[src/rtl/mem_stage_pkg.sv]
// rtl/mem_stage_pkg.sv - shared encodings and helpers for the memory stage
package mem_stage_pkg;

  typedef enum logic [1:0] {
    MEM_NONE  = 2'b00,
    MEM_LOAD  = 2'b01,
    MEM_STORE = 2'b10,
    MEM_RSVD  = 2'b11
  } mem_op_e;

  typedef enum logic [1:0] {
    IDLE = 2'b00,
    BUSY = 2'b01,
    HOLD = 2'b10
  } state_e;

  localparam logic [31:0] WORD_ALIGN_MASK = 32'hFFFF_FFFC;

  function automatic logic is_aligned(input logic [31:0] addr);
    return (addr & ~WORD_ALIGN_MASK) == 32'd0;
  endfunction

endpackage

[src/rtl/mem_wait_timer.sv]
// rtl/mem_wait_timer.sv - counts unacknowledged request cycles, flags the last allowed one
module mem_wait_timer #(
  parameter int MAX_WAIT = 16
) (
  input  logic clk,
  input  logic rst,
  input  logic clear,
  input  logic enable,
  output logic expired
);

  logic [7:0] count;

  always_ff @(posedge clk) begin
    if (rst || clear) begin
      count <= 8'd0;
    end else if (enable) begin
      count <= count + 8'd1;
    end
  end

  assign expired = (count == 8'(MAX_WAIT - 1));

endmodule

[src/rtl/mem_stage.sv]
// rtl/mem_stage.sv - memory stage: word load/store over req/ack, single result to writeback
module mem_stage #(
  parameter int MAX_WAIT = 16,
  parameter int RD_W     = 6
) (
  input  logic            clk,
  input  logic            rst,
  input  logic            in_valid,
  output logic            in_ready,
  input  logic [1:0]      in_mem_op,
  input  logic [31:0]     in_result_I,
  input  logic [31:0]     in_wdata,
  input  logic            in_result_P,
  input  logic [RD_W-1:0] in_rd,
  input  logic            in_wb_en,
  output logic            mem_req,
  output logic            mem_we,
  output logic [31:0]     mem_addr,
  output logic [31:0]     mem_wdata,
  input  logic            mem_ack,
  input  logic [31:0]     mem_rdata,
  output logic            out_valid,
  input  logic            out_ready,
  output logic [31:0]     out_data,
  output logic            out_pred,
  output logic [RD_W-1:0] out_rd,
  output logic            out_wb_en,
  output logic            err_misalign,
  output logic            err_timeout
);

  import mem_stage_pkg::*;

  state_e  state;
  state_e  state_next;
  mem_op_e op;
  logic    accept;
  logic    is_mem;
  logic    aligned;
  logic    timer_expired;
  logic    held_wb_en;

  assign op       = mem_op_e'(in_mem_op);
  assign in_ready = (state == IDLE) && !rst;
  assign accept   = in_valid && in_ready;
  assign is_mem   = (op == MEM_LOAD) || (op == MEM_STORE);
  assign aligned  = is_aligned(in_result_I);

  mem_wait_timer #(.MAX_WAIT(MAX_WAIT)) u_wait_timer (
    .clk     (clk),
    .rst     (rst),
    .clear   (accept),
    .enable  ((state == BUSY) && !mem_ack),
    .expired (timer_expired)
  );

  always_ff @(posedge clk) begin
    if (rst) begin
      state <= IDLE;
    end else begin
      state <= state_next;
    end
  end

  always_comb begin
    state_next = state;
    case (state)
      IDLE: if (accept) state_next = (is_mem && aligned) ? BUSY : HOLD;
      BUSY: if (mem_ack || timer_expired) state_next = HOLD;
      HOLD: if (out_ready) state_next = IDLE;
      default: state_next = IDLE;
    endcase
  end

  always_comb begin
    mem_req   = (state == BUSY);
    out_valid = (state == HOLD);
  end

  // Result fields are loaded on the transition into HOLD and left untouched while stalled.
  always_ff @(posedge clk) begin
    if (rst) begin
      mem_we       <= 1'b0;
      mem_addr     <= 32'd0;
      mem_wdata    <= 32'd0;
      out_data     <= 32'd0;
      out_pred     <= 1'b0;
      out_rd       <= '0;
      out_wb_en    <= 1'b0;
      held_wb_en   <= 1'b0;
      err_misalign <= 1'b0;
      err_timeout  <= 1'b0;
    end else begin
      err_misalign <= 1'b0;
      if (accept) begin
        out_pred   <= in_result_P;
        out_rd     <= in_rd;
        held_wb_en <= in_wb_en;
        if (is_mem && aligned) begin
          mem_addr  <= in_result_I & WORD_ALIGN_MASK;
          mem_we    <= (op == MEM_STORE);
          mem_wdata <= in_wdata;
        end else begin
          out_data     <= in_result_I;
          out_wb_en    <= in_wb_en && (op == MEM_NONE);
          err_misalign <= is_mem;
        end
      end else if (state == BUSY) begin
        if (mem_ack) begin
          out_data  <= mem_we ? mem_addr : mem_rdata;
          out_wb_en <= !mem_we && held_wb_en;
        end else if (timer_expired) begin
          out_data    <= 32'd0;
          out_wb_en   <= 1'b0;
          err_timeout <= 1'b1;
        end
      end
    end
  end

endmodule

[config.mk]
export PLATFORM = sky130hd
export DESIGN_NAME = mem_stage
export DESIGN_NICKNAME = d
export VERILOG_FILES = /design/src/rtl/mem_stage_pkg.sv /design/src/rtl/mem_wait_timer.sv /design/src/rtl/mem_stage.sv
export SDC_FILE = /design/constraint.sdc
export NUM_CORES = 1
export LEC_CHECK = 0
export ABC_AREA = 1
export BUFFER_PORTS_ARGS = -buffer_cell sky130_fd_sc_hd__buf_2
export CORE_ASPECT_RATIO = 2
export CORE_UTILIZATION = 53
export DETAILED_ROUTE_END_ITERATION = 10
export GPL_TIMING_DRIVEN = 0
export MAX_ROUTING_LAYER = met4
export PLACE_DENSITY = 0.84
export SLEW_MARGIN = 20
export SYNTH_ARGS = -nofsm -noshare
export SYNTH_HDL_FRONTEND = slang
export SYNTH_SLANG_ARGS = --single-unit
[constraint.sdc]
create_clock -name clk -period 2.9 [get_ports clk]
set_input_delay 0 -clock clk [delete_from_list [all_inputs] [get_ports clk]]
set_output_delay 0 -clock clk [all_outputs]
set_load 0.02 [all_outputs]
==> out/qor.yml <==
worst_setup_path:
  crit_arrival_ns: 2.52
  crit_chain: "ha_1, nand3_1, nor2_1, nor2_1, nor2_4, buf_4, nor2_1, nor2_1, dlygate4sd3_1"
  crit_family: "buffers and inverters"
  cpMostUsedCell: "nor2_1"
  critPathLaunchType: "flip-flop"
  endpoint_kind: "flip-flop"
  cp.required_ns: 3.26
  critPathMaxStageDelay_ns: 0.54
  cp_slowest_cell: "dlygate4sd3_1"
  worst-setup-path-type: "flip-flop to flip-flop"
  cp_max_fo: 10
  worst-path-buf-inv: 2
route:
  drtIter0Drc: 493
  routed_wl_mm: 19.39
  via_per_inst: 5.125
  drc: 0
  routedWlPerCell_um: 14.73
  num_vias: 6744
  ant_nets: 0
  dr.pass1.iters: 5
cts:
  cts_tree: "done"
  post-cts-setup-buffers: 0
  numCtsBuffers: 17
  cts_root_buffer: "clkbuf_16"
  cts_sinks: 116
  path_clk_slew_ns: 0.06
  ctsResizeCount: 0
  clk_latency_ns: 0.42
  cts_hold_buf: 74
  cts_buffer_depth: 2
  htreeDepth: 4
layout:
  fillCellCount: 733
  area_growth_pct: 46.22
  drive_above_1_share_pct: 24.56
  multiInputGateArea_um2: 2522
  fin_nets: 1282
  fin_util_pct: 79.47
  register_area_um2: 2322
  diodes: 0
sta:
  setup_viol_count_final: 0
  max_slew_margin_pct: 61.38
  layout_setup_ws_ns: 0.7420
  fin_tns_setup_ns: 0
  rsz0062_at_grt: "no"
  final-hold-violation-count: 0
  skew_ns: 0.006507
  min_period_ns: 2.158
  finalMaxSlewViolations: 0
  fin_crit_sh_pct: 74.41
  max_freq_ghz: 0.4634
  tightest_slew_ns: 0.5793
grt:
  grt_pass1_vias: 6650
  grt_max_degree: 17
  grt_usage_pct: 37.90
  globalRouteOverflowTotal: 0
  antenna_found_initial: 0
  grt_pass1_wl_mm: 30.55
die:
  rows: 52
  die_w_um: 74.14
  dieHeight_um: 146.3
  start_util_pct: 54.35
  fp.coreArea_um2: 10150
  io_pins: 221
  die_area_um2: 10850
placement:
  portBuffers: 217
  place_congestion: 0.9082
  dp_slack_ns: 1.205
  hpwlAfterDp_mm: 12.59
synthesis:
  synth_xor_area_share_pct: 0.3175
  syn_area_per_cell_um2: 6.437
  yosysSeqAreaShare_pct: 42.10
  synth_area_um2: 5517
  synth.area.mux_share_pct: 0
  synth_compound_area_share_pct: 9.571
  synthCells: 857
  synthDistinctLibCells: 27
  ys_ff_latch: 116
  synthSimpleGateAreaFrac_pct: 35.02
  yosysWarnings: 0
  synth_top_family_by_area: "simple AND/OR/NAND/NOR gates"
  synth_fa_ha_area_share_pct: 0.6804
power:
  power_density_nw_per_um2: 537.4
  p_leak_uw: 0.004224
  peakVddDrop_uv: 572.3
run:
  drv_cap: 0
hold_path:
  hold_class: "input port to flip-flop"
status:
  status: "finished, final reports clean"
[registers in the layout (all words and copies together) (netlist names)]
signal              flops
out_pred                1
out_rd                  6
err_timeout             1
state                   2
out_wb_en               1
u_wait_timer.count      8
mem_wdata              32
mem_addr               30
out_data               32
mem_we                  1
err_misalign            1
held_wb_en              1
[power breakdown]
group	switching, uW	internal [uW]
Combinational	407	285
Sequential	36.4	1660
Clock	838	1110
Total	1280	3050
[per-layer routing]
metal	part of all wire, %	GRT usage, %	vias up
li1	-	-	3258
met1	35	35.37	2995
met2	52	64.68	383
met3	6.8	9.524	108
met4	6.1	26.35	0
met5	0	-	-
[cell usage in the layout (no fill, tap or decap), drive strengths merged]
master,count
a21oi,38
and3,1
buf,245
clkbuf,43
clkinv,7
clkinvlp,4
conb,2
dfxtp,116
dlygate4sd3,74
ha,3
inv,114
nand2,135
nand3,79
nand4,1
nor2,243
nor3,7
o21a,1
o21ai,66
xnor2,1
xor2,1
[cells by family (layout without fill, tap and decap cells)]
kind of cell,count (synthesis),after routing
flip-flops,116,116
adder cells (fa/ha/maj),3,3
XOR/XNOR,2,2
buffers and inverters,164,487
other,1,2
AO/OA/AOI/OAI,105,105
AND/OR/NAND/NOR,466,466
[stage by stage]
step | cell area [um2] | hold slack, ns | instances | power, uW
4_1_cts | 8066 | 0.02049 | 1316 | 4312
5_1_grt | 8066 | 0.07062 | 1316 | 4498
6_report | 8066 | 0.03249 | 1316 | 4335
2_1_floorplan | 5520 | 0.06907 | 858 | 2092
3_3_place_gp | 6775 | 0.1943 | 1210 | 2309
3_5_place_dp | 6775 | 0.1996 | 1210 | 2318
[cell type report]
class / count / share of cell area, %
plain buffers: 54 / 3.257
clock buffers: 17 / 5.274
clock inverters: 15 / 1.551
inverters: 110 / 5.119
multi-input cells: 578 / 31.27
flip-flops and latches: 116 / 28.79
well taps: 135 / 2.094
repair buffers: 291 / 22.65
[synthesized netlist by cell type (all sizes together)]
| library cell | count | area, um2 |
|---|---|---|
| xor2 | 1 | 8.760 |
| inv | 109 | 409.1 |
| o21a | 1 | 7.510 |
| nor3 | 7 | 35.03 |
| nand4 | 1 | 6.260 |
| nand2 | 135 | 514.3 |
| ha | 3 | 37.54 |
| dfxtp | 116 | 2322 |
| clkinv | 1 | 3.750 |
| xnor2 | 1 | 8.760 |
| nand3 | 79 | 412.9 |
| and3 | 1 | 6.260 |
| a21oi | 38 | 190.2 |
| conb | 1 | 3.750 |
| clkbuf | 26 | 97.59 |
| buf | 28 | 165.2 |
| o21ai | 66 | 330.3 |
| nor2 | 243 | 957.2 |
[path summary, 6_finish.rpt]
kind	depth (start not counted)	from	to	slack [ns]
worst max register to register	9	u_wait_timer.count[0]	state[1]	0.74
worst min-delay path	4	in_mem_op[1]	mem_we	0.03
worst min register to register	2	out_rd[0]	out_rd[0]	0.46
worst max-delay path	9	u_wait_timer.count[0]	state[1]	0.74
[worst register-to-register path: stages, from the launching register on]
cell	delay, ns
dfxtp_1	0.36
ha_1	0.20
nand3_1	0.15
nor2_1	0.14
nor2_1	0.08
nor2_4	0.26
buf_4	0.24
nor2_1	0.06
nor2_1	0.08
dlygate4sd3_1	0.54
Note: power is estimated with default switching activity, not from simulation.
